<file path="config.mk">
export PLATFORM = sky130hd
export DESIGN_NAME = max_pool_ctrl_flat
export DESIGN_NICKNAME = d
export VERILOG_FILES = /design/src/rtl/cnn_pkg.sv /design/src/rtl/max_pool_ctrl_if.sv /design/src/rtl/wrap_counter.sv /design/src/rtl/max_pool_ctrl.sv /design/src/flat_wrapper.sv
export SDC_FILE = /design/constraint.sdc
export NUM_CORES = 1
export LEC_CHECK = 0
export ABC_AREA = 1
export ABC_CLOCK_PERIOD_IN_PS = 1500
export BUFFER_PORTS_ARGS = -buffer_cell sky130_fd_sc_hd__buf_2
export CAP_MARGIN = 20
export CORE_MARGIN = 4
export CORE_UTILIZATION = 50
export CTS_BUF_LIST = sky130_fd_sc_hd__clkbuf_4 sky130_fd_sc_hd__clkbuf_8
export DETAILED_ROUTE_END_ITERATION = 10
export GPL_ROUTABILITY_DRIVEN = 1
export PLACE_DENSITY_LB_ADDON = 0.12
export RECOVER_POWER = 25
export SETUP_SLACK_MARGIN = 0.5
export SYNTH_ARGS = -nofsm -noshare
export SYNTH_HDL_FRONTEND = slang
export SYNTH_SLANG_ARGS = --single-unit
</file>
<file path="constraint.sdc">
create_clock -name i_clk -period 1.5 [get_ports i_clk]
set_input_delay 0.3 -clock i_clk [delete_from_list [all_inputs] [get_ports i_clk]]
set_output_delay 0.3 -clock i_clk [all_outputs]
set_load 0.05 [all_outputs]
</file>
<file path="src/rtl/cnn_pkg.sv">
// ---- cnn_pkg : shared CNN layer types and dimensions (rev 1.0) ----
`default_nettype none

package cnn_pkg;

   typedef enum logic [1:0] {
      IDLE  = 2'd0,
      RUN   = 2'd1,
      DRAIN = 2'd2,
      DONE  = 2'd3
   } pool_state_t;

   localparam int L1_CHANNELS = 6;
   localparam int L1_COLUMNS  = 28;
   localparam int L1_IN_ROWS  = 28;

   // Counter width for n values, never below one bit.
   function automatic int width_of(input int n);
      return (n > 1) ? $clog2(n) : 1;
   endfunction

endpackage

`default_nettype wire

</file>
<file path="src/rtl/max_pool_ctrl_if.sv">
// ---- max_pool_ctrl_if : stream/pool handshake bundle (rev 1.0) ----
`default_nettype none

interface max_pool_ctrl_if
   import cnn_pkg::*;
#(
   parameter int COL_W = width_of(L1_COLUMNS),
   parameter int ROW_W = width_of(L1_IN_ROWS),
   parameter int CH_W  = width_of(L1_CHANNELS)
) ();

   logic             i_start;
   logic             i_valid;
   logic             o_ready;
   logic             o_pool_wr;
   logic             o_pool_bottom;
   logic [COL_W-1:0] o_pool_col;
   logic             o_out_valid;
   logic             i_out_ready;
   logic [COL_W-2:0] o_out_col;
   logic [ROW_W-2:0] o_out_row;
   logic [CH_W-1:0]  o_chan;
   logic             o_busy;
   logic             o_done;

   modport master (
      output i_start, i_valid, i_out_ready,
      input  o_ready, o_pool_wr, o_pool_bottom, o_pool_col, o_out_valid,
             o_out_col, o_out_row, o_chan, o_busy, o_done
   );

   modport slave (
      input  i_start, i_valid, i_out_ready,
      output o_ready, o_pool_wr, o_pool_bottom, o_pool_col, o_out_valid,
             o_out_col, o_out_row, o_chan, o_busy, o_done
   );

endinterface

`default_nettype wire

</file>
<file path="src/rtl/wrap_counter.sv">
// ---- wrap_counter : modulo counter 0..MAX with wrap pulse for chaining (rev 1.0) ----
`default_nettype none

module wrap_counter #(
   parameter int MAX = 3,
   parameter int W   = 2
) (
   input  logic         clk,
   input  logic         rst,
   input  logic         clr,
   input  logic         en,
   output logic [W-1:0] cnt,
   output logic         wrap
);

   assign wrap = en && (cnt == W'(MAX));

   always_ff @(posedge clk) begin
      if (rst || clr) begin
         cnt <= '0;
      end else if (wrap) begin
         cnt <= '0;
      end else if (en) begin
         cnt <= cnt + W'(1);
      end
   end

endmodule

`default_nettype wire

</file>
<file path="src/rtl/max_pool_ctrl.sv">
// ---- max_pool_ctrl : sequencer for the streaming 2x2 / stride-2 max-pool datapath (rev 1.0) ----
`default_nettype none

module max_pool_ctrl
   import cnn_pkg::*;
#(
   parameter int NUM_CHANNELS = L1_CHANNELS,
   parameter int NUM_COLUMNS  = L1_COLUMNS,
   parameter int NUM_IN_ROWS  = L1_IN_ROWS,
   parameter int COL_W        = width_of(NUM_COLUMNS),
   parameter int ROW_W        = width_of(NUM_IN_ROWS),
   parameter int CH_W         = width_of(NUM_CHANNELS)
) (
   input  logic          i_clk,
   input  logic          i_rst,
   max_pool_ctrl_if.slave bus
);

   pool_state_t      state;
   pool_state_t      state_nxt;
   logic             ready;
   logic             accept;
   logic             complete;
   logic             out_valid;
   logic [COL_W-1:0] col;
   logic [ROW_W-1:0] row;
   logic [CH_W-1:0]  chan;
   logic             col_wrap;
   logic             row_wrap;
   logic             chan_wrap;
   logic [COL_W-2:0] out_col;
   logic [ROW_W-2:0] out_row;
   logic [CH_W-1:0]  out_chan;

   // Stall upstream only when a pooled value is pending and not leaving this cycle.
   assign ready    = (state == RUN) && !(out_valid && !bus.i_out_ready);
   assign accept   = bus.i_valid && ready;
   assign complete = accept && row[0] && col[0];

   wrap_counter #(.MAX(NUM_COLUMNS - 1), .W(COL_W)) u_col (
      .clk(i_clk), .rst(i_rst), .clr(state == IDLE), .en(accept),
      .cnt(col), .wrap(col_wrap)
   );

   wrap_counter #(.MAX(NUM_IN_ROWS - 1), .W(ROW_W)) u_row (
      .clk(i_clk), .rst(i_rst), .clr(state == IDLE), .en(col_wrap),
      .cnt(row), .wrap(row_wrap)
   );

   wrap_counter #(.MAX(NUM_CHANNELS - 1), .W(CH_W)) u_chan (
      .clk(i_clk), .rst(i_rst), .clr(state == IDLE), .en(row_wrap),
      .cnt(chan), .wrap(chan_wrap)
   );

   always_ff @(posedge i_clk) begin
      if (i_rst) begin
         state <= IDLE;
      end else begin
         state <= state_nxt;
      end
   end

   always_comb begin
      state_nxt = state;
      case (state)
         IDLE:    if (bus.i_start) state_nxt = RUN;
         RUN:     if (chan_wrap) state_nxt = DRAIN;
         DRAIN:   if (!out_valid || bus.i_out_ready) state_nxt = DONE;
         DONE:    state_nxt = IDLE;
         default: state_nxt = IDLE;
      endcase
   end

   // One pending slot: a new completion may replace a value only as it is consumed.
   always_ff @(posedge i_clk) begin
      if (i_rst) begin
         out_valid <= 1'b0;
         out_col   <= '0;
         out_row   <= '0;
         out_chan  <= '0;
      end else if (complete) begin
         out_valid <= 1'b1;
         out_col   <= col[COL_W-1:1];
         out_row   <= row[ROW_W-1:1];
         out_chan  <= chan;
      end else if (bus.i_out_ready) begin
         out_valid <= 1'b0;
      end
   end

   assign bus.o_ready       = ready;
   assign bus.o_pool_wr     = accept;
   assign bus.o_pool_bottom = row[0];
   assign bus.o_pool_col    = col;
   assign bus.o_out_valid   = out_valid;
   assign bus.o_out_col     = out_col;
   assign bus.o_out_row     = out_row;
   assign bus.o_chan        = out_chan;
   assign bus.o_busy        = (state == RUN) || (state == DRAIN);
   assign bus.o_done        = (state == DONE);

endmodule

`default_nettype wire

</file>
<file path="src/flat_wrapper.sv">
// flat-port wrapper written by rule: the top's interface ports become plain ports
module max_pool_ctrl_flat import cnn_pkg::*;
#(
   parameter int NUM_CHANNELS = L1_CHANNELS,
   parameter int NUM_COLUMNS  = L1_COLUMNS,
   parameter int NUM_IN_ROWS  = L1_IN_ROWS,
   parameter int COL_W        = width_of(NUM_COLUMNS),
   parameter int ROW_W        = width_of(NUM_IN_ROWS),
   parameter int CH_W         = width_of(NUM_CHANNELS)
)
  (i_clk, i_rst, bus_i_start, bus_i_valid, bus_i_out_ready, bus_o_ready, bus_o_pool_wr, bus_o_pool_bottom, bus_o_pool_col, bus_o_out_valid, bus_o_out_col, bus_o_out_row, bus_o_chan, bus_o_busy, bus_o_done);
  max_pool_ctrl_if #(.COL_W(COL_W), .ROW_W(ROW_W), .CH_W(CH_W)) bus_i ();
  input  logic i_clk;
  input  logic i_rst;
  input wire logic [$bits(bus_i.i_start)-1:0] bus_i_start;
  input wire logic [$bits(bus_i.i_valid)-1:0] bus_i_valid;
  input wire logic [$bits(bus_i.i_out_ready)-1:0] bus_i_out_ready;
  output wire logic [$bits(bus_i.o_ready)-1:0] bus_o_ready;
  output wire logic [$bits(bus_i.o_pool_wr)-1:0] bus_o_pool_wr;
  output wire logic [$bits(bus_i.o_pool_bottom)-1:0] bus_o_pool_bottom;
  output wire logic [$bits(bus_i.o_pool_col)-1:0] bus_o_pool_col;
  output wire logic [$bits(bus_i.o_out_valid)-1:0] bus_o_out_valid;
  output wire logic [$bits(bus_i.o_out_col)-1:0] bus_o_out_col;
  output wire logic [$bits(bus_i.o_out_row)-1:0] bus_o_out_row;
  output wire logic [$bits(bus_i.o_chan)-1:0] bus_o_chan;
  output wire logic [$bits(bus_i.o_busy)-1:0] bus_o_busy;
  output wire logic [$bits(bus_i.o_done)-1:0] bus_o_done;
  assign bus_i.i_start = bus_i_start;
  assign bus_i.i_valid = bus_i_valid;
  assign bus_i.i_out_ready = bus_i_out_ready;
  assign bus_o_ready = bus_i.o_ready;
  assign bus_o_pool_wr = bus_i.o_pool_wr;
  assign bus_o_pool_bottom = bus_i.o_pool_bottom;
  assign bus_o_pool_col = bus_i.o_pool_col;
  assign bus_o_out_valid = bus_i.o_out_valid;
  assign bus_o_out_col = bus_i.o_out_col;
  assign bus_o_out_row = bus_i.o_out_row;
  assign bus_o_chan = bus_i.o_chan;
  assign bus_o_busy = bus_i.o_busy;
  assign bus_o_done = bus_i.o_done;
  max_pool_ctrl #(.NUM_CHANNELS(NUM_CHANNELS), .NUM_COLUMNS(NUM_COLUMNS), .NUM_IN_ROWS(NUM_IN_ROWS), .COL_W(COL_W), .ROW_W(ROW_W), .CH_W(CH_W)) u_core (.i_clk(i_clk), .i_rst(i_rst), .bus(bus_i));
endmodule
</file>
==> metrics.md <==
| Metric | Value |
|---|---|
| Post-synthesis register bit count | 27 |
| Nets | 241 |
| Synth async-reset ratio | 0% |
| Site Rows | 18 |
| Worst setup EP type | register |
| Max Cap Violations | 0 |
| Diodes inserted | 0 |
| FF-to-FF End | u_core.bus.o_out_col[2] |
| Slew HR | 59.4% |
| Post-Route WL | between 6 and 7 mm |
| Drt first pass iters | 4 |
| Metal-1 WL | 2.18 mm |
| Pins Over Slew Limit | 0 |
| Final setup violation count | 24 |
| Syn nets | 178 |
| Fin Hold WS | 183 ps |
| Failing checks | negative setup slack |
| Synth Warn # | 0 |
| Mapped Avg Cell Area | 8.01 sq um |
| H-tree depth | 1 |
| Sequential share of the synthesized area | 40.9% |
| Cells after synthesis | 165 |
| Count of input and output buffers | 26 |
| Outcome | finished with violations |
| CTS tree | built |
| Cts bufs inserted | 3 |
| Antenna violations before repair | 0 |
| Setup crit end | u_core.bus.o_out_col[2] |
| Die area | between 3000 and 4000 sq um |
| Die width | 59.4 um |
| Total power divided by cell area | 1000 nW/um^2 |
| Worst-skew pair later-pin latency | 350 ps |
| Synth unique cells | 27 |
| Worst endpoint data arrival time | 1970 ps |
| Critical Path Fanout Max | 6 |
| DR vias | ~1600 |
| Hold buffers post-CTS | 0 |
| Setup CP Type | register to register |
| Worst R2R Start | u_core.state[1] |
| Worst vdd ir | 1.65 mV |
| Largest area contributor in the netlist | dfxtp_1 |
| Skew final | 2.54 ps |
| Setup TNS | -1550 ps |
| Initial core utilization | a little over half |
| CTS Sinks | 27 |
| Worst-Margin Slew | 608 ps |
| Ys flop type | dfxtp_1 |
| Height of the die | 59.4 um |
| Number of I/O pins | 27 |
| Global route total overflow | 0 |
| Final Hold Viols | 0 |
| Routability Congestion | 0.836 |
| Count leader, synth | dfxtp_1 |
| R2R cell count | 10 |
| Hold Crit Class | input pin to register |
| Wire per inst | 24.1 um |
| Mapped Area | ~1300 sq um |
| Share of cells above drive strength 1 | 67.8% |
| Worst EP required | between 1500 and 2000 ps |
| Via density | 6.11 |
| Drt initial violations | between 100 and 150 |
| Number of global-route vias before repair | 1516 |
| Final Critical Period | approximately 1700 ps |
| Core ar. | about 2500 sq um |
| Top cell type's share of synthesized area | 40.9% |
| Met3 Routed Length | between 400 and 500 um |
| Max Fclk | about 0.58 GHz |
| GRT Total Usage | 29.0% |
| Hold_sp | i_rst |
| RSZ-0062 raised after global routing | yes |
| Post-route clock period utilization | 114% |
| Remaining antenna violation count after routing | 0 |
| Area grow syn2layout | 82.5% |
| Pleak | 1.05 nW |
| CP Launch Point | u_core.state[1] |
| Largest cells by area after synthesis | dfxtp_1, ha_1, a21oi_1 |
| First-pass GRT wire length | 7.56 mm |
| Setup crit start kind | register |
| Commonest cells in the synthesized netlist | dfxtp_1, nand2_1, inv_1, nor2_1, a21oi_1 |
| Root buffer cell | clkbuf_4 |
| WL met2 | 3.09 mm |
| Highest metal used | met4 |
| Detailed Place HPWL | approximately 2.2 mm |
| Largest net degree at the start of global routing | 17 |
| R2R setup slack | -210 ps |
| Final Worst Setup Slack | -209 ps |
| DRC violations left | 0 |
| Number of flops mapped to enable cells by yosys | 0 |
| Clock buffer depth | 2 |
| Reg clk slew, reported paths | 160 ps |
flip-flops by register name, indices dropped and copies added (netlist names):
| signal | flops |
|---|---|
| u_core.state | 2 |
| u_core.bus.o_out_valid | 1 |
| u_core.u_chan.cnt | 3 |
| u_core.u_col.cnt | 5 |
| u_core.bus.o_out_col | 4 |
| u_core.bus.o_chan | 3 |
| u_core.u_row.cnt | 5 |
| u_core.bus.o_out_row | 4 |
worst min path at each step:
stage | to | slack [ps] | depth (start not counted)
after floorplan | u_core.bus.o_out_valid | 360 | 1
after global placement | u_core.bus.o_out_row[1] | 460 | 2
after detailed placement | u_core.u_col.cnt[4] | 460 | 2
after CTS | u_core.bus.o_out_row[1] | 160 | 2
after global routing | u_core.bus.o_out_row[1] | 190 | 2
final | u_core.bus.o_out_row[1] | 180 | 2
worst max-delay path: stages, from the launching register on:
cell	delay [ps]
dfxtp_2	370
inv_4	70
ha_4	150
nand3_4	110
inv_8	90
buf_12	110
nand2_8	50
nor2_8	130
buf_8	160
o21ai_1	80
nor2_1	280
metrics by stage:
| step | instances | power (mW) | area [sq um] | setup WS (ps) | util (%) |
|---|---|---|---|---|---|
| detailed placement | 221 | 1.54 | 1580 | -72.1 | 63.2 |
| CTS | 247 | 2.12 | 2180 | -31.9 | 87.0 |
| finish | 257 | 2.41 | 2410 | -209 | 96.4 |
| global route | 257 | 2.47 | 2410 | -236 | 96.4 |
| global placement | 221 | 1.51 | 1580 | -9.14 | 63.2 |
| floorplan | 165 | 1.39 | 1410 | 84.7 | - |
final cells by class:
type | count | area [sq um]
multi-input cells | 113 | 961
repair buffers | 60 | 689
flip-flops and latches | 27 | 587
fillers | 51 | 88.8
inverters | 23 | 106
clock buffers | 3 | 22.5
well taps | 30 | 37.5
clock inverters | 1 | 7.51
metal layers:
| layer | global-route usage (%) | vias up |
|---|---|---|
| met1 | 32.8 | 747 |
| met3 | 4.79 | 47 |
| met5 | 0 | - |
| li1 | - | 657 |
| met4 | 13.3 | 0 |
| met2 | 52.3 | 120 |
where the power goes:
part / leakage, nW / internal, mW / switching, mW
logic: 0.805 / 0.520 / 0.740
clock network: 0.0139 / 0.103 / 0.257
registers: 0.231 / 0.747 / 0.0487
cell usage in the layout (no fill, tap or decap), types with 4 or more instances in the layout:
cell	n
a21oi_1	6
a21oi_2	13
buf_2	4
buf_4	22
buf_6	9
buf_8	21
dfxtp_1	6
dfxtp_2	13
dfxtp_4	8
inv_1	17
nand2_1	15
nand2_2	5
nand2_4	4
nor2_1	13
nor2_2	5
o21ai_2	12
cell families (layout without fill, tap and decap cells):
kind of cell             after synthesis  count (layout)  share of synthesized area [%]
AND/OR/NAND/NOR                       67              67                           27.8
AO/OA/AOI/OAI                         35              35                           13.8
flip-flops                            27              27                           40.9
buffers and inverters                 25              87                           7.86
adder cells (fa/ha/maj)                8               8                           7.58
XOR/XNOR                               3               3                           1.99
repair_timing:
| item | 4_1_cts | 5_1_grt |
|---|---|---|
| resized for setup | 115 | 43 |
| endpoints found under the setup margin | 49 | 49 |
| cloned | 1 | 0 |
| pin swaps | 11 | 12 |
| buffers inserted | 21 | 10 |
Power figures use the tool's default switching activity.
